File: config.mk
export PLATFORM = sky130hd
export DESIGN_NAME = sm_accumulator
export DESIGN_NICKNAME = d
export VERILOG_FILES = /design/src/rtl/sm_pkg.sv /design/src/rtl/sm_addsub_w.sv /design/src/rtl/sm_accumulator.sv
export SDC_FILE = /design/constraint.sdc
export NUM_CORES = 1
export LEC_CHECK = 0
export ABC_AREA = 1
export ABC_CLOCK_PERIOD_IN_PS = 1900
export BUFFER_PORTS_ARGS = -buffer_cell sky130_fd_sc_hd__buf_2
export CAP_MARGIN = 25
export CORE_UTILIZATION = 53
export CTS_BUF_LIST = sky130_fd_sc_hd__clkbuf_4 sky130_fd_sc_hd__clkbuf_8
export DETAILED_ROUTE_END_ITERATION = 7
export HOLD_SLACK_MARGIN = 0.08
export PLACE_DENSITY_LB_ADDON = 0.3
export SYNTH_ARGS = -nofsm -noshare
export SYNTH_HDL_FRONTEND = slang
export SYNTH_SLANG_ARGS = --single-unit
File: constraint.sdc
create_clock -name clk -period 1.9 [get_ports clk]
set_clock_uncertainty 0.05 [all_clocks]
set_input_delay 0.38 -clock clk [delete_from_list [all_inputs] [get_ports clk]]
set_output_delay 0.38 -clock clk [all_outputs]
set_load 0.01 [all_outputs]
File: src/rtl/sm_pkg.sv
// Shared types and default widths for the sign-magnitude accumulator.
package sm_pkg;

    localparam int SM_N_DEF     = 4;
    localparam int SM_ACC_W_DEF = 8;
    localparam int SM_COUNT_DEF = 4;

    typedef enum logic {
        ACC = 1'b0,
        OUT = 1'b1
    } sm_state_e;

    // Counter must be able to hold COUNT itself.
    function automatic int sm_cnt_w(input int count);
        return (count < 2) ? 1 : $clog2(count + 1);
    endfunction

endpackage

File: src/rtl/sm_addsub_w.sv
// Combinational sign-magnitude add/subtract of two W-bit magnitudes.
// carry is only ever set by a same-sign add that exceeds W bits.
module sm_addsub_w #(
    parameter int W = 7
) (
    input  logic         a_sign,
    input  logic [W-1:0] a_mag,
    input  logic         b_sign,
    input  logic [W-1:0] b_mag,
    output logic         r_sign,
    output logic [W-1:0] r_mag,
    output logic         carry
);

    always_comb begin
        r_sign = a_sign;
        r_mag  = '0;
        carry  = 1'b0;
        if (a_sign == b_sign) begin
            {carry, r_mag} = {1'b0, a_mag} + {1'b0, b_mag};
        end else if (b_mag > a_mag) begin
            r_mag  = b_mag - a_mag;
            r_sign = b_sign;
        end else begin
            // Equal magnitudes land here and keep the accumulator sign.
            r_mag = a_mag - b_mag;
        end
    end

endmodule

File: src/rtl/sm_accumulator.sv
// Sign-magnitude block accumulator: sums COUNT samples, then presents the result.
// Define SM_ACC_SAT_EN to saturate on overflow instead of wrapping.
module sm_accumulator
    import sm_pkg::*;
#(
    parameter int N     = SM_N_DEF,
    parameter int ACC_W = SM_ACC_W_DEF,
    parameter int COUNT = SM_COUNT_DEF
) (
    input  logic             clk,
    input  logic             rst,
    input  logic             clr,
    input  logic             in_valid,
    input  logic [N-1:0]     in_data,
    output logic             in_ready,
    output logic             out_valid,
    output logic [ACC_W-1:0] out_data,
    output logic             out_ovf,
    input  logic             out_ready
);

    localparam int M  = ACC_W - 1;
    localparam int CW = sm_cnt_w(COUNT);

    sm_state_e    state_q, state_d;
    logic         acc_sign_q, acc_sign_d;
    logic [M-1:0] acc_mag_q, acc_mag_d;
    logic [CW-1:0] cnt_q, cnt_d;
    logic         ovf_q, ovf_d;

    logic         in_sign;
    logic [M-1:0] in_mag;
    logic         sum_sign, sum_carry;
    logic [M-1:0] sum_mag;
    logic         nxt_sign;
    logic [M-1:0] nxt_mag;
    logic         accept, release_blk;

    assign in_sign = in_data[N-1];
    assign in_mag  = {{(M-N+1){1'b0}}, in_data[N-2:0]};

    sm_addsub_w #(.W(M)) u_addsub (
        .a_sign (acc_sign_q),
        .a_mag  (acc_mag_q),
        .b_sign (in_sign),
        .b_mag  (in_mag),
        .r_sign (sum_sign),
        .r_mag  (sum_mag),
        .carry  (sum_carry)
    );

    always_comb begin
        nxt_sign = sum_sign;
        nxt_mag  = sum_mag;
`ifdef SM_ACC_SAT_EN
        if (sum_carry) nxt_mag = '1;
`endif
        // A wrapped or cancelled result must never leave a negative zero.
        if (nxt_mag == '0) nxt_sign = 1'b0;
    end

    assign accept      = (state_q == ACC) && in_valid;
    assign release_blk = (state_q == OUT) && out_ready;

    always_comb begin
        state_d    = state_q;
        acc_sign_d = acc_sign_q;
        acc_mag_d  = acc_mag_q;
        cnt_d      = cnt_q;
        ovf_d      = ovf_q;
        if (clr || release_blk) begin
            state_d    = ACC;
            acc_sign_d = 1'b0;
            acc_mag_d  = '0;
            cnt_d      = '0;
            ovf_d      = 1'b0;
        end else if (accept) begin
            acc_sign_d = nxt_sign;
            acc_mag_d  = nxt_mag;
            cnt_d      = cnt_q + CW'(1);
            ovf_d      = ovf_q | sum_carry;
            if (cnt_q == CW'(COUNT - 1)) state_d = OUT;
        end
    end

    always_ff @(posedge clk) begin
        if (rst) begin
            state_q    <= ACC;
            acc_sign_q <= 1'b0;
            acc_mag_q  <= '0;
            cnt_q      <= '0;
            ovf_q      <= 1'b0;
        end else begin
            state_q    <= state_d;
            acc_sign_q <= acc_sign_d;
            acc_mag_q  <= acc_mag_d;
            cnt_q      <= cnt_d;
            ovf_q      <= ovf_d;
        end
    end

    assign in_ready  = (state_q == ACC);
    assign out_valid = (state_q == OUT);
    assign out_data  = {acc_sign_q, acc_mag_q};
    assign out_ovf   = ovf_q;

endmodule

# After elaboration in Yosys (flattened, before gate mapping)
# Index checks and enable logic that the tools add are counted.
# totals
in_bits	9
out_inout_bits	11
reg_bits	13
# classes
n_eq_ne	3
muxes	6
n_lt_le_gt_ge	1
addsub	4
bitwise_logic	2
n_reduce_logical	8
# ops
op	count
$mux 7	2
$add 7x3->8	1
$gt 3x7->1	1
$logic_not 7->1	1
$sub 3x7->7	1
$sub 7x3->7	1
$mux 1	4
$add 3x1->3 const B	1
$eq 3x2->1 const B	1
$reduce_and 3->1	1
$logic_and 1x1->1	2
$ne 2x2->1 const B	1
$reduce_and 2->1	1
$reduce_bool 2->1	1
$reduce_or 2->1	1
$eq 1x1->1	1
$logic_or 1x1->1	1
$not 1->1	1
$or 1x1->1	1

# Longest topological paths before layout
# Gate-level depths: netlist of the first run.
# depth
ltp_word	6
mapped_depth	17
depth_no_buf	17

# By module
# A second synthesis of the first run with hierarchy kept.
# hier_totals
hier_cells	271
hier_area_um2	1726.7
# by_module_without_submodules
module	area_each_um2	n_inst	cells_per_inst
sm_addsub_w	1183.6	1	202
sm_accumulator	543.0	1	69

# Worst setup path after synthesis of the first run
# No wires, ideal clock.
# synth_timing
path_kind	register to register
start	register acc_mag_q[0]
end	register acc_sign_q
t_arrival_ns	1.782
required_ns	1.721
setup_slack_ns	-0.060
path_stages_with_launch	17
cell_sequence	dfxtp_1 -> inv_1 -> ha_1 -> inv_1 -> fa_1 -> nand2_1 -> nand2_1 -> inv_1 -> nand2_1 -> nand2_1 -> nand2_1 -> nand2_1 -> nand2_1 -> a21oi_1 -> nand2_1 -> o21bai_1 -> a21oi_1
# synth_via
elab_chain_cells	6
elab_cells_between_ends	11
# synth_rtl
element	line_no	text
start: declaration	sm_accumulator.sv:27	logic [M-1:0] acc_mag_q, acc_mag_d;
start signal: assignment	sm_accumulator.sv:96	acc_mag_q <= acc_mag_d;
$sub 7x3->7 (tied with other cells)	sm_addsub_w.sv:26	r_mag = a_mag - b_mag;
$mux 7	sm_addsub_w.sv:21	end else if (b_mag > a_mag) begin
$mux 7	sm_addsub_w.sv:19	if (a_sign == b_sign) begin
$logic_not 7->1	sm_accumulator.sv:59	if (nxt_mag == '0) nxt_sign = 1'b0;
$ne 2x2->1 (no source line) / $reduce_bool 2->1 (equally long branches)	-	
$reduce_and 3->1 (no source line)	-	
end signal: assignment	sm_accumulator.sv:95	acc_sign_q <= acc_sign_d;
end: declaration	sm_accumulator.sv:26	logic acc_sign_q, acc_sign_d;
# Parallel ways exist; a longest one is shown, timed or not.
# A chain may end at the register's enable or synchronous reset.

# Worst setup path after layout of the first run
# Ends and elaborated chain as after synthesis.

==> flow_summary.yaml, run 1 <==
synthesis:
  synth-async-reset-ratio: 0
  syn_inst: 207
  synth_nets: 230
  synth-seq-area-share: 0.1968
  synth-seq-cells: 13
  yosysWarningCount: 0
  synth_top_area_share: 0.1968
  yosysUniqueCellTypes: 33
  synth-edff-count: 0
  ys_top_cells_by_area: "dfxtp_1 (20%), nand2_1 (18%), ha_1 (10%)"
  avgSynthCellArea_um2: 6.389
  syn-cell-area_mm2: 0.001323
  synth_common_cells: "nand2_1 (62), inv_1 (33), nand3_1 (17), nor2_1 (16), dfxtp_1 (13)"
  yosys.cell_count.top_type: "nand2_1"
  synth_flop_cell: "dfxtp_1"
  synth.largest_area_cell: "dfxtp_1"
drt:
  dr.first_iter.drc_count: 29
  routed_wl_um: 3358
  wl_per_cell_um: 12.26
  num_vias: 1368
  wl_met1_um: 1571
  detail_route.vias_per_cell: 4.993
  top_layer: "met4"
  drc_errors: 0
  wl_met2_um: 1597
  ant_nets: 0
  dr.pass1.iters: 4
  met3_length_um: 161
pwr:
  ir_drop_mv: 0.5319
  p_per_area_mw_per_mm2: 515.1
  power.total_w: 0.0008630
  leakage_nw: 0.9130
setup_path:
  critical_path.max_stage_delay_ns: 0.37
  critPathMostFrequentCell: "nand2_1"
  critPathBufInv: 3
  reg2reg_from: "acc_mag_q[0]"
  critPathTopFamily: "simple AND/OR/NAND/NOR gates"
  r2r-end: "acc_sign_q"
  crit_slowest_cell: "dfxtp_4"
  ff2ff_setup_slack_ns: -0.08
  start_kind: "flop"
  r2r_cells: 16
  crit_arrival_ns: 2.11
  worstPathCellList: "inv_2, ha_4, inv_2, fa_2, nand2_1, nand2_1, inv_2, nand2_1, nand2_1, nand2_1, nand2_1, nand2_1, a21oi_2, nand2_1, o21bai_1, a21oi_1"
  cp_data_required_time_ns: 2.02
  endpoint_kind: "flop"
  worstSetupPathType: "reg -> reg"
  crit_fanout: 4
sta:
  slew_headroom: 0.7265
  rsz0062_at_grt: "yes"
  worst_pin_slew_ns: 0.4097
  setup_ws_ns: -0.08423
  final_max_slew_viol_count: 0
  hold_viol_final: 0
  period_needed_ns: 1.984
  setup_viol: 1
  clock.fmax_mhz: 504.0
  finalCritPeriodShare: 1.044
place:
  dp.cells: 269
  dp_hpwl_um: 2630
  port_buffers: 19
  place_congestion: 0.9376
final_layout:
  finalNonFillerCells: 274
  final_nets: 270
  layout-drive-gt1-share: 0.3008
  area_growth_pct: 26.68
  n_antenna_cell: 0
floorplanning:
  ios: 20
  start_util: 0.5811
  fp.dieH_um: 51.96
  rows: 17
  die_w_um: 51.96
  core_area_mm2: 0.002276
  die-area_mm2: 0.002699
cts:
  cts_tree: "built"
  clk_path_buf_depth: 2
  cts_buffers: 3
  insertion_delay_ns: 0.29
  hold_buffers: 0
  clk_pin_slew_ns: 0.08
  htree_levels: 1
  root_buffer: "clkbuf_4"
  cts_sinks: 13
outcome:
  status: "finished with violations"
  violations: "negative setup slack"
grt:
  grtUsageTotal: 0.2828
  antenna_found_initial: 0
  grt_pass1_vias: 1266
  grt_overflow: 0
  grt_max_degree: 14
  grt_pass1_wl_um: 5589
worst_hold_path:
  hold_class: "in -> reg"
  worstHoldStart: "in_valid"
  hold_end: "out_valid"
  hold_path_depth: 3
run:
  drv_cap: 0
[placed cells by master (no fill, tap or decap), drive strengths merged]
cell type,synthesis,final
a211oi,2,2
a21oi,11,11
buf,6,42
clkbuf,1,4
dfxtp,13,13
fa,3,3
ha,11,11
inv,35,35
nand2,64,64
nand3,18,18
nand3b,1,1
nand4,4,4
nor2,19,19
nor3,2,2
nor4,1,1
o211ai,3,3
o21a,1,1
o21ai,5,5
o21bai,1,1
or2,1,1
xnor2,1,1
xor2,4,4
[flip-flops by register name, summed over array words and instances, names as in the netlist]
| signal | count |
|---|---|
| acc_mag_q | 7 |
| acc_sign_q | 1 |
| cnt_q | 3 |
| out_ovf | 1 |
| out_valid | 1 |
[worst reg2reg max path, stage by stage, from the launching register on]
cell      delay [ns]
dfxtp_4         0.37
inv_2           0.07
ha_4            0.12
inv_2           0.04
fa_2            0.34
nand2_1         0.07
nand2_1         0.07
inv_2           0.07
nand2_1         0.05
nand2_1         0.06
nand2_1         0.05
nand2_1         0.05
nand2_1         0.06
a21oi_2         0.14
nand2_1         0.07
o21bai_1        0.13
a21oi_1         0.08
[worst max path at each step]
stage / start / end / slack [ns] / depth (start not counted)
2_1_floorplan: in_data[0] / acc_sign_q / 0.006 / 9
3_3_place_gp: in_data[0] / acc_sign_q / -0.27 / 17
3_5_place_dp: in_data[0] / acc_sign_q / -0.31 / 17
4_1_cts: acc_mag_q[0] / acc_sign_q / -0.07 / 16
5_1_grt: acc_mag_q[0] / acc_sign_q / -0.24 / 16
6_report: acc_mag_q[0] / acc_sign_q / -0.08 / 16
[per-stage QoR]
stage          hold slack (ns)  setup WS (ns)  area (um^2)  utilization  TNS [ns]
5_1_grt                 0.2906        -0.2406         1675       0.7361   -0.4618
3_3_place_gp            0.4077        -0.2716         1568       0.6888   -0.9989
4_1_cts                 0.2955       -0.07052         1645       0.7229  -0.07052
2_1_floorplan           0.3991       0.005898         1334            -         0
6_report                0.3000       -0.08423         1675       0.7361  -0.08423
3_5_place_dp            0.4064        -0.3100         1568       0.6888    -1.158
[logic make-up (layout without fill, tap and decap cells)]
kind of cell	Yosys count	after routing	share of synthesized area
compound gates	23	23	0.1031
xor+xnor	5	5	0.03311
fa+ha+maj	14	14	0.1495
buf+inv	42	81	0.1476
flops	13	13	0.1968
simple gates	110	110	0.3699
[metal layers]
layer | global-route usage | vias to the layer above
li1 | - | 727
met1 | 0.3552 | 599
met2 | 0.4765 | 40
met3 | 0.07310 | 2
met4 | 0.06757 | 0
met5 | 0 | -
[power by group]
| part | internal [W] | switching (W) |
|---|---|---|
| combinational | 0.000163 | 0.000210 |
| sequential | 0.000282 | 0.0000185 |
| clock | 0.0000960 | 0.0000931 |
| total | 0.000541 | 0.000322 |
[area by class of cell]
cell class	count	area, um^2
Multi-Input combinational cell	152	935.9
Fill cell	184	600.6
Timing Repair Buffer	42	271.5
Sequential cell	13	269.0
Inverter	35	133.9
Tap cell	28	35.03
Clock buffer	4	30.03
[repair_timing]
| item | 4_1_cts | 5_1_grt |
|---|---|---|
| endpoints found under the setup margin | 3 | 8 |
| buffers inserted | 1 | 0 |
| gates cloned | 0 | 0 |
| gates resized for setup | 12 | 6 |
| pin swaps | 0 | 0 |
No activity file was read; power rests on OpenSTA's default activity.
==> run 2, diff against run 1 <==
ABC_CLOCK_PERIOD_IN_PS = 2500   (was 1900)
CORE_UTILIZATION = 60   (was 53)
clock period = 2.5 ns   (was 1.9 ns; I/O delays follow)
==> run 2 against run 1 <==
The flow now finishes without violations. Global-route usage grew 0.95 points. Cell count shrank 8.0%. Sequential share of layout area grew 2.1 points. Worst setup slack gained 0.39 ns. Critical path type unchanged. Sequential cell count is the same. Via count shrank 1.7%. Combinational power shrank 38%. Power shrank 30%. Non-clock buffer count shrank 21.
==> flow_summary.yaml, run 2 (same netlist as run 1, synthesis figures left out) <==
final_layout:
  top_register: "acc_mag_q"
  n_antenna_cell: 0
  finalNonFillerCells: 252
  final_nets: 249
  area_growth_pct: 8.515
  final_common_cell: "nand2_1"
  largest_reg_flops: 7
  final_cell_mix: "nand2_1 (62), inv_1 (33), buf_2 (19), nand3_1 (17), nor2_1 (16)"
  reg_top3: "acc_mag_q (7), cnt_q (3)"
  layout-drive-gt1-share: 0.1556
cts:
  hold_buffers: 0
  cts_tree: "built"
  cts_setup_buffers: 0
  root_buffer: "clkbuf_4"
  cts_resized: 0
  insertion_delay_ns: 0.28
  clk_path_buf_depth: 2
  clk_pin_slew_ns: 0.07
  cts_sinks: 13
  cts_buffers: 3
  htree_levels: 1
setup_path:
  worstSetupPathType: "reg -> reg"
  start_kind: "flop"
  cp-endpoint: "acc_sign_q"
  crit_fanout: 5
  endpoint_kind: "flop"
  r2r_cells: 16
  cp-startpoint: "acc_mag_q[0]"
  cp_data_required_time_ns: 2.61
  reg2reg_from: "acc_mag_q[0]"
  crit_arrival_ns: 2.31
  r2r-end: "acc_sign_q"
  ff2ff_setup_slack_ns: 0.30
drt:
  num_vias: 1345
  dr.first_iter.drc_count: 58
  wl_per_cell_um: 12.38
  ant_nets: 0
  dr.pass1.iters: 5
  routed_wl_um: 3120
  drc_errors: 0
  detail_route.vias_per_cell: 5.337
place:
  place_congestion: 0.9067
  dp_hpwl_um: 2438
  dp.cells: 248
  port_buffers: 19
  post-place-ws_ns: 0.08216
pwr:
  p_per_area_mw_per_mm2: 418.8
  leakage_nw: 0.8080
  power.total_w: 0.0006010
  ir_drop_mv: 0.4059
sta:
  final_max_slew_viol_count: 0
  setup_ws_ns: 0.3034
  setup_viol: 0
  worst_pin_slew_ns: 0.4787
  finalCritPeriodShare: 0.8786
  final.setup.tns_ns: 0
  slew_headroom: 0.6804
  hold_viol_final: 0
  period_needed_ns: 2.197
  clock.fmax_mhz: 455.3
  rsz0062_at_grt: "no"
outcome:
  status: "completed"
worst_hold_path:
  hold_class: "reg -> reg"
floorplanning:
  core_area_mm2: 0.002022
  ios: 20
  fp.dieH_um: 48.95
  rows: 16
  die-area_mm2: 0.002396
  die_w_um: 48.95
  start_util: 0.6541
grt:
  grt_pass1_vias: 1216
  grt_pass1_wl_um: 5451
  grt_overflow: 0
  grt_max_degree: 14
  grtUsageTotal: 0.2923
  antenna_found_initial: 0
run:
  drv_cap: 0
run 2: cell types whose count changed in the layout (fill, tap and decap cells not counted), moves of 2 or more:
cell     before  now
buf_4        22    2
dfxtp_1      10   13
fa_1          0    3
fa_2          3    0
ha_1          8   11
ha_4          3    0
inv_1        30   33
inv_2         4    1
a21oi_1       8   10
a21oi_2       3    1
dfxtp_4       2    0
nor2_1       14   16
nor2_2        3    1
run 2: stage by stage:
stage | util | instance area [um^2] | hold slack (ns)
final | 0.7098 | 1435 | 0.4303
after global routing | 0.7098 | 1435 | 0.4596
after CTS | 0.7098 | 1435 | 0.4392
after detailed placement | 0.6949 | 1405 | 0.4221
after global placement | 0.6949 | 1405 | 0.3975
after floorplan | - | 1323 | 0.3991
run 2: worst min-delay path by stage:
stage / from / to / slack [ns] / depth (start not counted)
global route: cnt_q[1] / cnt_q[1] / 0.46 / 2
global placement: out_ovf / out_ovf / 0.40 / 1
detailed placement: out_ovf / out_ovf / 0.42 / 1
CTS: out_ovf / out_ovf / 0.44 / 1
finish: cnt_q[1] / cnt_q[1] / 0.43 / 2
floorplan: cnt_q[1] / cnt_q[1] / 0.40 / 2
run 2: report_power, final:
group,leakage [nW],switching (W),internal (W)
logic,0.684,0.000146,0.0000849
clock network,0.0184,0.0000675,0.0000729
registers,0.106,0.0000148,0.000215
run 2: cell type report:
cell class	count	area, um^2
clock buffers	4	30.03
fillers	192	586.8
inverters	35	133.9
multi-input cells	152	867.1
flip-flops and latches	13	260.3
well taps	27	33.78
repair buffers	21	110.1
run 2: critical path, stage by stage, from the launching register on:
cell and delay, ns:
dfxtp_1 0.35, inv_1 0.07, ha_1 0.13, inv_1 0.07
fa_1 0.41, nand2_1 0.09, nand2_1 0.07, inv_1 0.11
nand2_1 0.06, nand2_1 0.05, nand2_1 0.05, nand2_1 0.05
nand2_1 0.04, a21oi_1 0.18, nand2_1 0.09, o21bai_1 0.13
a21oi_1 0.07
run 2: routing by layer:
metal / GRT usage / vias to the layer above / part of all wire
li1: - / 682 / -
met1: 0.3904 / 609 / 0.45
met2: 0.4884 / 50 / 0.48
met3: 0.04673 / 4 / 0.069
met4: 0.07353 / 0 / 0.0061
met5: 0 / - / 0
